$ cat config.mk
export PLATFORM = sky130hd
export DESIGN_NAME = fetch_stage_flat
export DESIGN_NICKNAME = d
export VERILOG_FILES = /design/src/rtl/fetch_stage_if.sv /design/src/rtl/fetch_stage.sv /design/src/flat_wrapper.sv
export SDC_FILE = /design/constraint.sdc
export NUM_CORES = 1
export LEC_CHECK = 0
export BUFFER_PORTS_ARGS = -buffer_cell sky130_fd_sc_hd__buf_2
export CORE_MARGIN = 5
export CORE_UTILIZATION = 47
export CTS_CLUSTER_DIAMETER = 100
export DETAILED_ROUTE_END_ITERATION = 6
export HOLD_SLACK_MARGIN = 0.12
export PLACE_DENSITY = 0.9
export SETUP_SLACK_MARGIN = 0.2
export SYNTH_ARGS = -nofsm -noshare
export SYNTH_HDL_FRONTEND = slang
export SYNTH_SLANG_ARGS = --single-unit
$ cat constraint.sdc
create_clock -name clk -period 2.3 [get_ports clk]
set_input_delay 0.23 -clock clk [delete_from_list [all_inputs] [get_ports clk]]
set_output_delay 0.23 -clock clk [all_outputs]
set_load 0.01 [all_outputs]
$ cat src/rtl/fetch_stage_if.sv
// fetch_stage_if: instruction-memory bus between the fetch stage (master) and imem (slave).
interface fetch_stage_if #(parameter int AW = 32, parameter int IW = 32);
    logic [AW-1:0] imem_addr;
    logic [IW-1:0] imem_rdata;
    modport master (output imem_addr, input imem_rdata);
    modport slave (input imem_addr, output imem_rdata);
endinterface

$ cat src/rtl/fetch_stage.sv
// fetch_stage: PC, instruction fetch and IF/ID register with jump/branch redirect and stall.
// Optional perf counters built when FETCH_PERF_EN is defined.
module fetch_stage #(
    parameter int AW = 32,
    parameter int IW = 32,
    parameter int PC_STEP = 4,
    parameter logic [AW-1:0] RESET_PC = '0,
    parameter logic [IW-1:0] NOP_INSTR = '0
) (
    input  logic          clk,
    input  logic          rst_n,
    input  logic          stall_i,
    input  logic [1:0]    jmp_sel_i,
    input  logic [AW-1:0] jmp_target_i,
    input  logic [AW-1:0] jr_target_i,
    input  logic          branch_taken_i,
    input  logic [AW-1:0] branch_target_i,
    fetch_stage_if.master imem,
    output logic          if_id_valid_o,
    output logic [IW-1:0] if_id_instr_o,
    output logic [AW-1:0] if_id_pc_o,
    output logic [AW-1:0] if_id_pc4_o,
    output logic [4:0]    opcode_o,
    output logic [2:0]    aluop_o,
    output logic [31:0]   perf_fetch_o,
    output logic [31:0]   perf_bubble_o
);
    logic [AW-1:0] pc_q, pc_d, pc_plus;
    logic          load, redirect;
    logic          valid_q;
    logic [IW-1:0] instr_q;
    logic [AW-1:0] ifpc_q, ifpc4_q;

    assign pc_plus = pc_q + AW'(PC_STEP);
    // A taken branch loads even while stalled; JMP/JR only count when not stalled.
    assign load = branch_taken_i | ~stall_i;
    assign redirect = branch_taken_i | (~stall_i & (jmp_sel_i == 2'b01 | jmp_sel_i == 2'b10));

    always_comb begin
        pc_d = branch_taken_i ? branch_target_i :
               stall_i ? pc_q :
               jmp_sel_i == 2'b01 ? jmp_target_i :
               jmp_sel_i == 2'b10 ? jr_target_i : pc_plus;
    end

    always_ff @(posedge clk or negedge rst_n) begin
        if (!rst_n) begin
            pc_q <= RESET_PC;
            valid_q <= 1'b0;
            instr_q <= NOP_INSTR;
            ifpc_q <= '0;
            ifpc4_q <= '0;
        end else begin
            pc_q <= pc_d;
            if (load) begin
                valid_q <= ~redirect;
                instr_q <= redirect ? NOP_INSTR : imem.imem_rdata;
                ifpc_q <= pc_q;
                ifpc4_q <= pc_plus;
            end
        end
    end

    assign imem.imem_addr = pc_q;
    assign if_id_valid_o = valid_q;
    assign if_id_instr_o = instr_q;
    assign if_id_pc_o = ifpc_q;
    assign if_id_pc4_o = ifpc4_q;
    assign opcode_o = instr_q[IW-1 -: 5];
    assign aluop_o = instr_q[2:0];

`ifdef FETCH_PERF_EN
    logic [31:0] fetch_q, bubble_q;
    always_ff @(posedge clk or negedge rst_n) begin
        if (!rst_n) begin
            fetch_q <= '0;
            bubble_q <= '0;
        end else if (load) begin
            if (!redirect && fetch_q != '1) fetch_q <= fetch_q + 32'd1;
            if (redirect && bubble_q != '1) bubble_q <= bubble_q + 32'd1;
        end
    end
    assign perf_fetch_o = fetch_q;
    assign perf_bubble_o = bubble_q;
`else
    assign perf_fetch_o = '0;
    assign perf_bubble_o = '0;
`endif
endmodule

$ cat src/flat_wrapper.sv
// flat-port wrapper written by rule: the top's interface ports become plain ports
module fetch_stage_flat 
#(
    parameter int AW = 32,
    parameter int IW = 32,
    parameter int PC_STEP = 4,
    parameter logic [AW-1:0] RESET_PC = '0,
    parameter logic [IW-1:0] NOP_INSTR = '0
)
  (clk, rst_n, stall_i, jmp_sel_i, jmp_target_i, jr_target_i, branch_taken_i, branch_target_i, if_id_valid_o, if_id_instr_o, if_id_pc_o, if_id_pc4_o, opcode_o, aluop_o, perf_fetch_o, perf_bubble_o, imem_imem_addr, imem_imem_rdata);
  fetch_stage_if #(.AW(AW), .IW(IW)) imem_i ();
  input  logic clk;
  input  logic rst_n;
  input  logic stall_i;
  input  logic [1:0] jmp_sel_i;
  input  logic [AW-1:0] jmp_target_i;
  input  logic [AW-1:0] jr_target_i;
  input  logic branch_taken_i;
  input  logic [AW-1:0] branch_target_i;
  output logic if_id_valid_o;
  output logic [IW-1:0] if_id_instr_o;
  output logic [AW-1:0] if_id_pc_o;
  output logic [AW-1:0] if_id_pc4_o;
  output logic [4:0] opcode_o;
  output logic [2:0] aluop_o;
  output logic [31:0] perf_fetch_o;
  output logic [31:0] perf_bubble_o;
  output wire logic [$bits(imem_i.imem_addr)-1:0] imem_imem_addr;
  input wire logic [$bits(imem_i.imem_rdata)-1:0] imem_imem_rdata;
  assign imem_imem_addr = imem_i.imem_addr;
  assign imem_i.imem_rdata = imem_imem_rdata;
  fetch_stage #(.AW(AW), .IW(IW), .PC_STEP(PC_STEP), .RESET_PC(RESET_PC), .NOP_INSTR(NOP_INSTR)) u_core (.clk(clk), .rst_n(rst_n), .stall_i(stall_i), .jmp_sel_i(jmp_sel_i), .jmp_target_i(jmp_target_i), .jr_target_i(jr_target_i), .branch_taken_i(branch_taken_i), .branch_target_i(branch_target_i), .imem(imem_i), .if_id_valid_o(if_id_valid_o), .if_id_instr_o(if_id_instr_o), .if_id_pc_o(if_id_pc_o), .if_id_pc4_o(if_id_pc4_o), .opcode_o(opcode_o), .aluop_o(aluop_o), .perf_fetch_o(perf_fetch_o), .perf_bubble_o(perf_bubble_o));
endmodule
==> metrics.md <==
| Metric | Value |
|---|---|
| Area occupied by multi-input gates | 3097 um^2 |
| First-pass DRT Iterations | 5 |
| Worst hold path type | in2reg |
| Hold_ws | ~0.13 ns |
| R2R Setup Slk | 0.27 ns |
| Initial antenna violation count | 1 |
| Drt total wl | 24640 um |
| Setup Crit Path Kind | reg2reg |
| Total power | around 6.9 mW |
| Area leader, netlist | dfrtp_1 |
| Power Internal | roughly 4.8 mW |
| CTS root buffer | clkbuf_16 |
| EDFF count, synth | 0 |
| DR vias | 6859 |
| Unrepaired setup endpoints after global routing | yes |
| Post-DR vias/cell | ~5.5 |
| Share of the synthesized area in the top cell type | 0.4646 |
| Overflow after GRT | 0 |
| Worst-Margin Slew | between 0.8 and 0.9 ns |
| Critical Path Source Type | flip-flop |
| Register area | 3178 um^2 |
| Mux cell area share after synthesis | 0.01207 |
| Hold_sp | branch_target_i[27] |
| Post-synth ARST share | 1.000 |
| Die width | 130.6 um |
| Final Max Tran Viols | 0 |
| DP Cell Count | around 1200 |
| Die ar. | 17070 um^2 |
| Yosys cell types | 59 |
| Reg2reg start | u_core.imem.imem_addr[19] |
| Clk sinks | roughly 130 |
| Clk pin slew, worst setup/hold paths | around 0.06 ns |
| Total Routing Usage GR | 0.2762 |
| Vias in the first global route | roughly 6600 |
| Rel. slew slack | 0.4297 |
| Most frequent cell after synthesis | nand2_1 |
| Row count | between 40 and 50 |
| Seq/Total Area, Yosys | 0.4646 |
| Syn avg cell area | ~9 um^2 |
| Synth warn | 0 |
| Synthesis-to-finish area growth | 36.77% |
| Total CTS buffers | 17 |
| Status | completed |
| Setup TNS | 0 ns |
| Finish-stage setup viols | 0 |
| Post-Synth Simple-Gate Area | 0.1650 |
| Synth Instances | approximately 750 |
| Hold depth | 3 |
| Synth Area in XOR/XNOR | 0.03201 |
| F_max | 493.0 MHz |
| Initial Utilization | 0.4742 |
| Final hold vios | 0 |
| Layout cells sized above 1 | 0.3290 |
| Critical Path RT | approximately 2.7 ns |
| Post-synthesis adder-cell area fraction | 0.005487 |
| Reg2Reg Depth | 5 |
| Drt initial violations | roughly 580 |
| Routability cong. | a little over 0.9 |
| Routed len/inst | between 15 and 20 um |
| #FFs+latches synth | ~130 |
| Hold Path End | u_core.imem.imem_addr[27] |
| Gate power share | 0.229 |
| First-pass GRT wire length | around 36000 um |
| N_diodes | 0 |
| Final-layout fill cell count | ~1200 |
| Port bufs | 270 |
| Register share of total power | 0.396 |
| Crit path max fanout | 9 |
| Maxcap violations | 0 |
| H-tree lvl count | 4 |
| Synth cell count leaders | nand2_1 (133), dfrtp_1 (127), buf_4 (77) |
| IR drop worst, VDD | 0.0005621 V |
| CTS tree | yes |
| Finished Layout Cells | around 1300 |
| Switching share of power | 0.3072 |
| CTS max path bufs | 2 |
| Clock power share | 0.376 |
| Compound-Gate Fraction of Synth Area | 0.1933 |
| Main synth FF type | dfrtp_1 |
| Dpl cell area | between 8000 and 9000 um^2 |
| Post-route minimum period | a little over 2 ns |
| Residual DRC | 0 |
| P_leak | 4.685 nW |
| Cell area after layout | 9355 um^2 |
| Clock Skew | between 0.005 and 0.006 ns |
| R2R Path End | u_core.imem.imem_addr[26] |
| CP endpoint kind | flip-flop |
| Area of the core | about 14000 um^2 |
| Fin nets | 1197 |
| Power Density | 733.2 nW/um^2 |
| Detail Route Antenna Nets | 0 |
| Tcrit/Tclk final | 0.8818 |
| Critical Path AT | between 2 and 2.5 ns |
| Synth top area cells | dfrtp_1 (46%), buf_4 (8.5%), nand2_1 (7.3%) |
| NetSw | approximately 2.1 mW |
| Pin count of the biggest net entering global routing | 60 |
| Detail Placement HPWL | between 15000 and 20000 um |
| Clock Latency Late Sink | approximately 0.42 ns |
| Mapped cell area | 6840 um^2 |
| Largest family of logic cells by synthesized area | compound AO/OA/AOI/OAI gates |
| Die Ht | about 130 um |
| I/O pins | between 300 and 400 |
[power by group through the flow]
stage	Combinational (mW)	Sequential [mW]	Clock, mW
2_1_floorplan	0.746	2.81	0
3_3_place_gp	1.43	2.73	0
3_5_place_dp	1.46	2.74	0
4_1_cts	1.54	2.70	2.61
5_1_grt	1.70	2.75	2.71
6_report	1.57	2.71	2.58
[worst max-delay path, cell delays in order (launching register included)]
cell	delay, ns
dfrtp_1	0.55
nand3_1	0.22
or4_1	0.52
or3_1	0.35
a21o_1	0.20
a21oi_2	0.12
[repair_timing]
item	CTS	global route
pin swaps	0	1
hold buffers	56	0
buffers inserted	0	1
endpoints found under the hold margin	110	0
endpoints found under the setup margin	2	21
gates resized for setup	1	6
[stage by stage]
stage,setup slack (ns),util
2_1_floorplan,0.2305,-
3_3_place_gp,0.2922,0.5664
3_5_place_dp,0.2243,0.5664
4_1_cts,0.2040,0.6450
5_1_grt,0.1779,0.6486
6_report,0.2718,0.6486
[worst max-delay path by stage]
stage	start	to	slack, ns
detailed placement	u_core.imem.imem_addr[3]	u_core.imem.imem_addr[26]	0.22
CTS	u_core.imem.imem_addr[3]	u_core.imem.imem_addr[26]	0.20
floorplan	u_core.imem.imem_addr[2]	u_core.imem.imem_addr[26]	0.23
global placement	u_core.imem.imem_addr[2]	u_core.imem.imem_addr[26]	0.29
global route	u_core.imem.imem_addr[18]	u_core.imem.imem_addr[26]	0.18
finish	u_core.imem.imem_addr[19]	u_core.imem.imem_addr[26]	0.27
[cells in the final DEF, fill, tap and decap left out, drive strengths merged, types with 5 or more instances in the layout]
master / instances
nand2b: 8
o2bb2ai: 6
xnor2: 18
xor2: 7
o22ai: 10
a221o: 6
mux2i: 6
nand2: 133
a221oi: 17
nand3: 13
a22oi: 6
nor2: 46
a22o: 34
inv: 17
a21oi: 42
o21ai: 45
clkinv: 8
nand4: 10
conb: 64
clkbuf: 20
a21o: 5
dfrtp: 127
dlygate4sd3: 56
nor3: 11
nor4: 7
buf: 302
[kinds of logic after synthesis]
family,count (synthesis)
AOI/OAI and AO/OA,192
xor gates and xnor gates,25
adders and majority gates,3
buffers and inverters,150
DFF,127
muxes,8
other,1
and+or+nand+nor,247
[per-layer routing]
metal	vias up	GRT usage	part of all wire	routed length (um)
met5	-	0	0.00028	7
met4	2	0.1101	0.030	731
met3	62	0.06341	0.097	2402
met2	412	0.4476	0.48	11950
met1	3273	0.3600	0.39	9556
li1	3110	-	-	-
[layout make-up]
type | count | area share
multi-input cells | 539 | 0.3310
clock buffers | 20 | 0.04775
inverters | 17 | 0.006821
clock inverters | 12 | 0.01271
repair buffers | 358 | 0.2374
flip-flops and latches | 127 | 0.3397
well taps | 184 | 0.02461
[registers in the layout, summed over array words and instances, names as in the netlist]
register               flops
u_core.if_id_instr_o      32
u_core.if_id_pc4_o        32
u_core.imem.imem_addr     32
u_core.if_id_pc_o         30
u_core.if_id_valid_o       1
Note: power is estimated with default switching activity, not from simulation.
